### src/rtl/addr_gen_pkg.sv
`default_nettype none
// ============================================================================
//  Module      : addr_gen_pkg
//  Description : Shared constants for the test-address generator: default
//                address width, address-mode encodings, default LFSR
//                feedback mask and seed, and FSM state encodings.
//  Revision    : 1.0  initial release
// ============================================================================
package addr_gen_pkg;

  // Default address width used when the top is instantiated without AW
  localparam int ADDR_WIDTH = 8;

  // Address-mode encodings; 2'b11 is folded onto ADMD_LIN at latch time
  localparam logic [1:0] ADMD_LIN = 2'b00;
  localparam logic [1:0] ADMD_PR  = 2'b01;
  localparam logic [1:0] ADMD_CPL = 2'b10;

  // x^8+x^6+x^5+x^4+1, left-shifting Fibonacci form
  localparam logic [15:0] LFSR_TAPS_DEF = 16'h00B8;
  localparam logic [15:0] LFSR_SEED_DEF = 16'h0001;

  // Sweep FSM states
  localparam logic [0:0] S_IDLE = 1'b0;
  localparam logic [0:0] S_RUN  = 1'b1;

endpackage : addr_gen_pkg
`default_nettype wire

### src/rtl/lfsr_step.sv
`default_nettype none
// ============================================================================
//  Module      : lfsr_step
//  Description : Combinational LFSR next-state logic. Produces both the
//                forward successor and the reverse predecessor of a state,
//                so a sweep can be walked in either direction.
//  Ports       : i_state  current LFSR state
//                o_fwd    forward successor
//                o_rev    predecessor (exact inverse of o_fwd)
//  Revision    : 1.0  initial release
// ============================================================================
module lfsr_step
  import addr_gen_pkg::*;
#(
  parameter int            AW        = ADDR_WIDTH,
  parameter logic [AW-1:0] LFSR_TAPS = AW'(LFSR_TAPS_DEF)
) (
  input  logic [AW-1:0] i_state,
  output logic [AW-1:0] o_fwd,
  output logic [AW-1:0] o_rev
);

  // Shift left, feedback parity enters at bit 0
  assign o_fwd = {i_state[AW-2:0], ^(i_state & LFSR_TAPS)};

  // Bit 0 of the state holds the last feedback bit. Since the top tap is
  // always set, the evicted MSB is recovered by removing the other taps'
  // contribution from that feedback bit.
  assign o_rev = {i_state[0] ^ (^(i_state[AW-1:1] & LFSR_TAPS[AW-2:0])),
                  i_state[AW-1:1]};

endmodule : lfsr_step
`default_nettype wire

### src/rtl/addr_gen.sv
`default_nettype none
// ============================================================================
//  Module      : addr_gen
//  Description : Memory-test address generator. On start, loads the first
//                address of a linear, pseudo-random (LFSR) or
//                address-complement sweep, then advances one address per
//                accepted step. Flags the final address and pulses done on
//                the step after it; the address never wraps.
//  Ports       : clk       clock, rising edge
//                rst_n     asynchronous active-low reset
//                admd_in   address mode (00 lin, 01 LFSR, 10 compl, 11 lin)
//                updwn_in  direction, 0 up / 1 down
//                start_in  begin a sweep (wins over step_in)
//                step_in   advance one address
//                tas_out   current test address
//                busy_out  sweep in progress
//                last_out  tas_out is the final address of the sweep
//                done_out  one-cycle completion pulse
//  Revision    : 1.0  initial release
// ============================================================================
module addr_gen
  import addr_gen_pkg::*;
#(
  parameter int            AW         = ADDR_WIDTH,
  parameter int            ADDR_FIRST = 0,
  parameter int            ADDR_LAST  = 2**AW - 1,
  parameter logic [AW-1:0] LFSR_TAPS  = AW'(LFSR_TAPS_DEF),
  parameter logic [AW-1:0] LFSR_SEED  = AW'(LFSR_SEED_DEF)
) (
  input  logic          clk,
  input  logic          rst_n,
  input  logic [1:0]    admd_in,
  input  logic          updwn_in,
  input  logic          start_in,
  input  logic          step_in,
  output logic [AW-1:0] tas_out,
  output logic          busy_out,
  output logic          last_out,
  output logic          done_out
);

  localparam int CW = AW + 2;

  // Final counter value (span - 1) for each mode
  localparam logic [CW-1:0] c_LIN_M1 = CW'(ADDR_LAST - ADDR_FIRST);
  localparam logic [CW-1:0] c_PR_M1  = CW'((2**AW) - 2);
  localparam logic [CW-1:0] c_CPL_M1 = CW'(2 * (ADDR_LAST - ADDR_FIRST + 1) - 1);

  localparam logic [AW-1:0] c_FIRST   = AW'(ADDR_FIRST);
  localparam logic [AW-1:0] c_LAST    = AW'(ADDR_LAST);
  localparam logic [AW-1:0] c_ONE     = AW'(1);
  localparam logic [CW-1:0] c_CNT_ONE = CW'(1);

  logic [0:0]    r_state;
  logic [0:0]    w_state_nxt;
  logic [1:0]    r_mode;
  logic          r_dn;
  logic [CW-1:0] r_cnt;
  logic [AW-1:0] r_tas;
  logic          r_last;
  logic          r_done;
  logic          r_phase;     // complement mode: 0 = at base, 1 = at ~base

  logic [1:0]    w_mode_in;
  logic [AW-1:0] w_tas_load;
  logic [AW-1:0] w_tas_step;
  logic [AW-1:0] w_fwd;
  logic [AW-1:0] w_rev;
  logic [AW-1:0] w_ntas;
  logic [CW-1:0] w_nm1_in;
  logic [CW-1:0] w_nm1;
  logic [CW-1:0] w_cnt_inc;
  logic          w_load;
  logic          w_adv;
  logic          w_fin;

  function automatic logic [CW-1:0] span_m1(input logic [1:0] mode);
    case (mode)
      ADMD_PR:  span_m1 = c_PR_M1;
      ADMD_CPL: span_m1 = c_CPL_M1;
      default:  span_m1 = c_LIN_M1;
    endcase
  endfunction

  lfsr_step #(
    .AW        (AW),
    .LFSR_TAPS (LFSR_TAPS)
  ) u_lfsr_step (
    .i_state (r_tas),
    .o_fwd   (w_fwd),
    .o_rev   (w_rev)
  );

  // ---------------------------------------------------------------- FSM
  always_ff @(posedge clk or negedge rst_n) begin
    if (!rst_n) begin
      r_state <= S_IDLE;
    end else begin
      r_state <= w_state_nxt;
    end
  end

  always_comb begin
    w_state_nxt = r_state;
    case (r_state)
      S_IDLE: begin
        if (start_in) w_state_nxt = S_RUN;
      end
      S_RUN: begin
        if (!start_in && step_in && r_last) w_state_nxt = S_IDLE;
      end
      default: w_state_nxt = S_IDLE;
    endcase
  end

  always_comb begin
    w_load   = start_in;
    w_adv    = (r_state == S_RUN) && step_in && !start_in && !r_last;
    w_fin    = (r_state == S_RUN) && step_in && !start_in &&  r_last;
    busy_out = (r_state == S_RUN);
  end

  // ---------------------------------------------------------- datapath
  assign w_mode_in = (admd_in == 2'b11) ? ADMD_LIN : admd_in;
  assign w_nm1_in  = span_m1(w_mode_in);
  assign w_nm1     = span_m1(r_mode);
  assign w_cnt_inc = r_cnt + c_CNT_ONE;
  assign w_ntas    = ~r_tas;

  always_comb begin
    w_tas_load = updwn_in ? c_LAST : c_FIRST;
    if (w_mode_in == ADMD_PR) w_tas_load = LFSR_SEED;
  end

  always_comb begin
    w_tas_step = r_dn ? (r_tas - c_ONE) : (r_tas + c_ONE);
    case (r_mode)
      ADMD_PR:  w_tas_step = r_dn ? w_rev : w_fwd;
      ADMD_CPL: begin
        // From base emit ~base; from ~base recover base and move it by one
        if (!r_phase) w_tas_step = w_ntas;
        else          w_tas_step = r_dn ? (w_ntas - c_ONE) : (w_ntas + c_ONE);
      end
      default: ;
    endcase
  end

  always_ff @(posedge clk or negedge rst_n) begin
    if (!rst_n) begin
      r_mode  <= ADMD_LIN;
      r_dn    <= 1'b0;
      r_cnt   <= '0;
      r_tas   <= '0;
      r_last  <= 1'b0;
      r_done  <= 1'b0;
      r_phase <= 1'b0;
    end else begin
      r_done <= 1'b0;
      if (w_load) begin
        r_mode  <= w_mode_in;
        r_dn    <= updwn_in;
        r_cnt   <= '0;
        r_tas   <= w_tas_load;
        r_phase <= 1'b0;
        r_last  <= (w_nm1_in == '0);
      end else if (w_adv) begin
        r_tas   <= w_tas_step;
        r_cnt   <= w_cnt_inc;
        r_phase <= ~r_phase;
        r_last  <= (w_cnt_inc == w_nm1);
      end else if (w_fin) begin
        // Address holds on the final step; only the flags change
        r_done <= 1'b1;
        r_last <= 1'b0;
      end
    end
  end

  assign tas_out  = r_tas;
  assign last_out = r_last;
  assign done_out = r_done;

endmodule : addr_gen
`default_nettype wire
### config.mk
export PLATFORM = sky130hd
export DESIGN_NAME = addr_gen
export DESIGN_NICKNAME = d
export VERILOG_FILES = /design/src/rtl/addr_gen_pkg.sv /design/src/rtl/lfsr_step.sv /design/src/rtl/addr_gen.sv
export SDC_FILE = /design/constraint.sdc
export NUM_CORES = 1
export LEC_CHECK = 0
export BUFFER_PORTS_ARGS = -buffer_cell sky130_fd_sc_hd__buf_2
export CORE_MARGIN = 2
export CORE_UTILIZATION = 50
export DETAILED_ROUTE_END_ITERATION = 12
export PLACE_DENSITY = 0.79
export SLEW_MARGIN = 20
export SYNTH_ARGS = -nofsm -noshare
export SYNTH_HDL_FRONTEND = slang
export SYNTH_SLANG_ARGS = --single-unit
export TNS_END_PERCENT = 1
### constraint.sdc
create_clock -name clk -period 3.3 [get_ports clk]
set_input_delay 0.99 -clock clk [delete_from_list [all_inputs] [get_ports clk]]
set_output_delay 0.99 -clock clk [all_outputs]
set_load 0.03 [all_outputs]
==> impl_metrics.toml <==
[run_status]
status = "completed"

[clock_network]
cts_buffers = 3
root_buffer = "clkbuf_8"
cts.path.max_buffers = 2
ctsResizeCount = 0
cts.sinks = 25
clkSlewWorstSetupHoldPaths_ns = 0.10
cts_setup_buffers = 0
clock_latency_ns = 0.27
cts_tree = "done"
cts-htree-levels = 1
cts_hold_buffers = 0

[floorplan]
dieArea_um2 = 4943
placementRows = 24
start_util_pct = 51.19
io_pins = 18
core_um2 = 4294
die_h_um = 70.31
die_w_um = 70.31

[synth]
synth_enable_flop_cells = 0
synth.mux.area_fraction_pct = 1.423
synth_fa_ha_area_share_pct = 10.36
postSynthCellCount = 278
ys_warn_count = 0
netlist_area_um2 = 2198
synthFlopType = "dfrtp_1"
yosys.area_share.simple_pct = 21.63
synth-seq-cells = 25
synth_xor_area_share_pct = 9.163
syn-num-nets = 302
synth_top_family_by_area = "compound AO/OA/AOI/OAI gates"
ys_async_sr_fraction_pct = 100.0
syn-mean-instance-area_um2 = 7.908
synth_compound_gate_area_share_pct = 22.08
synth_cell_type_count = 50
seq_area_frac_synth_pct = 28.46

[drt]
post-route-drc-count = 0
wl_per_cell_um = 14.89
viasPerCell = 5.784
drt-initial-drc-count = 156
num_vias = 1955
drt_first_pass_iters = 4
drt-total-wl_mm = 5.033
final_antenna_net_count = 0

[global_routing]
first_global_vias = 1859
antenna_found_initial = 0
grt_pass1_wl_mm = 8.625
grt_max_degree = 27
grt.total_usage_pct = 21.00
grt_remaining_overflow = 0

[finish]
design_area_um2 = 2322
layout-drive-gt1-share_pct = 11.54
seq_area_um2 = 625.6
nets = 311
multi_input_area_um2 = 1421
antenna_cells = 0
fillerInstances = 430
layout_commonest_cell = "nand2_1"
area_delta_synth_final_pct = 5.635
final_cell_mix = "nand2_1 (34), nor2_1 (28), o21ai_0 (26), dfrtp_1 (25)"

[timing]
slew_violations = 0
layout_setup_ws_ns = 0.8591
rsz0062_at_grt = "false"
period_minus_slack_ns = 2.441
finalCritPeriodShare_pct = 73.97
skew_ns = 0.001511
setup_viol = 0
slew_headroom_pct = 59.49
worst_slew_pin_slew_ns = 0.6077
fin_setup_tns_ns = 0
final_hold_viol_count = 0
fmax_ghz = 0.4097

[critical_path]
cp_common_cell = "a21oi_1"
start_kind = "flop"
cp_top_family = "compound AO/OA/AOI/OAI gates"
critPathLaunch = "r_dn"
r2r-end = "tas_out[6]"
endpoint = "tas_out[6]"
worstReg2RegStart = "r_dn"
critPathMaxStageDelay_ns = 0.66
worstSetupPathType = "reg2reg"
critPathRequiredTime_ns = 3.47
r2r_slack_ns = 0.86
crit_slowest_cell = "dfrtp_1"
crit_path_end_kind = "flop"
crit_buf_inv = 1
arrival_ns = 2.61
crit_fanout = 15
reg2reg_depth = 8
path_depth = 8
crit_path_cell_trace = "buf_4 -> ha_1 -> o21bai_1 -> a21oi_1 -> a21oi_1 -> mux2i_1 -> o221a_2 -> a21oi_1"

[placement]
place_ws_ns = 0.8032
dpl-instance-area_um2 = 2276
gp_congestion = 0.9048
io_buffers = 17
dpl.hpwl_mm = 3.560

[pwr]
p_leak_nw = 1.011
finalPower_mw = 1.175
ir_worst_vdd_mv = 0.1930
p_per_area_nw_per_um2 = 506.1

[min_path]
hp-class = "reg2reg"

[flow_run]
max-cap-violations = 0
[how the worst min path moves through the flow]
stage                     startpoint        to  cells after the start
final                       r_cnt[9]  r_cnt[9]                      2
after floorplan             r_cnt[9]  r_cnt[9]                      2
after CTS                   r_cnt[9]  r_cnt[9]                      2
after global routing        r_cnt[9]  r_cnt[9]                      2
after global placement      busy_out  busy_out                      2
after detailed placement    busy_out  busy_out                      2
[cells by family (layout without fill, tap and decap cells)]
group / after synthesis / count (layout)
compound gates: 76 / 76
flops: 25 / 25
mux: 3 / 3
buf+inv: 32 / 40
xor+xnor: 23 / 23
fa+ha+maj: 17 / 17
simple gates: 102 / 102
[synth_stat cells, types with 6 or more instances]
| library cell | instances | share of area, % |
|---|---|---|
| nor3_1 | 7 | 1.6 |
| nand3_1 | 6 | 1.4 |
| nor2_1 | 28 | 4.8 |
| inv_1 | 17 | 2.9 |
| dfrtp_1 | 25 | 28 |
| ha_1 | 15 | 8.5 |
| o21ai_0 | 26 | 5.9 |
| nand2b_1 | 7 | 2.0 |
| nand2_1 | 34 | 5.8 |
| a21oi_1 | 17 | 3.9 |
| xnor2_1 | 13 | 5.2 |
| xor2_1 | 10 | 4.0 |
| a31oi_1 | 6 | 1.7 |
[routing by layer]
layer	up-vias	track usage, %	wire length [um]
li1	975	-	-
met1	917	30.05	2359
met2	56	34.28	2406
met3	7	1.876	223
met4	0	5.128	44
met5	-	0	0
[where the power goes]
| group | internal, mW | leakage (nW) | switching, mW | total, mW |
|---|---|---|---|---|
| sequential | 0.337 | 0.321 | 0.0704 | 0.407 |
| combinational | 0.235 | 0.664 | 0.341 | 0.575 |
| clock | 0.0848 | 0.0255 | 0.108 | 0.193 |
[flip-flops by register name, summed over array words and instances, names as in the netlist]
register / flops
tas_out: 8
busy_out: 1
r_mode: 2
r_cnt: 10
r_phase: 1
r_dn: 1
last_out: 1
done_out: 1
[cell type report]
cell class,instances,share of cell area [%]
timing repair buffer,19,4.310
inverter,17,2.748
tap,52,2.802
clock inverter,1,0.2155
multi-input combinational,221,61.21
clock buffer,3,1.778
sequential,25,26.94
[tightest hold or removal path, stage by stage, from the launching register on]
cell and delay, ns:
dfrtp_1 0.38, xor2_1 0.07, nor2_1 0.07
[through the flow]
| step | hold WS (ns) | utilization (%) | std cells |
|---|---|---|---|
| finish | 0.5542 | 54.08 | 338 |
| global route | 0.5916 | 54.08 | 338 |
| CTS | 0.5652 | 54.08 | 338 |
| detailed placement | 0.5395 | 53.00 | 334 |
| global placement | 0.5223 | 53.00 | 334 |
| floorplan | 0.5049 | - | 278 |
(Power assumes the default switching activity.)
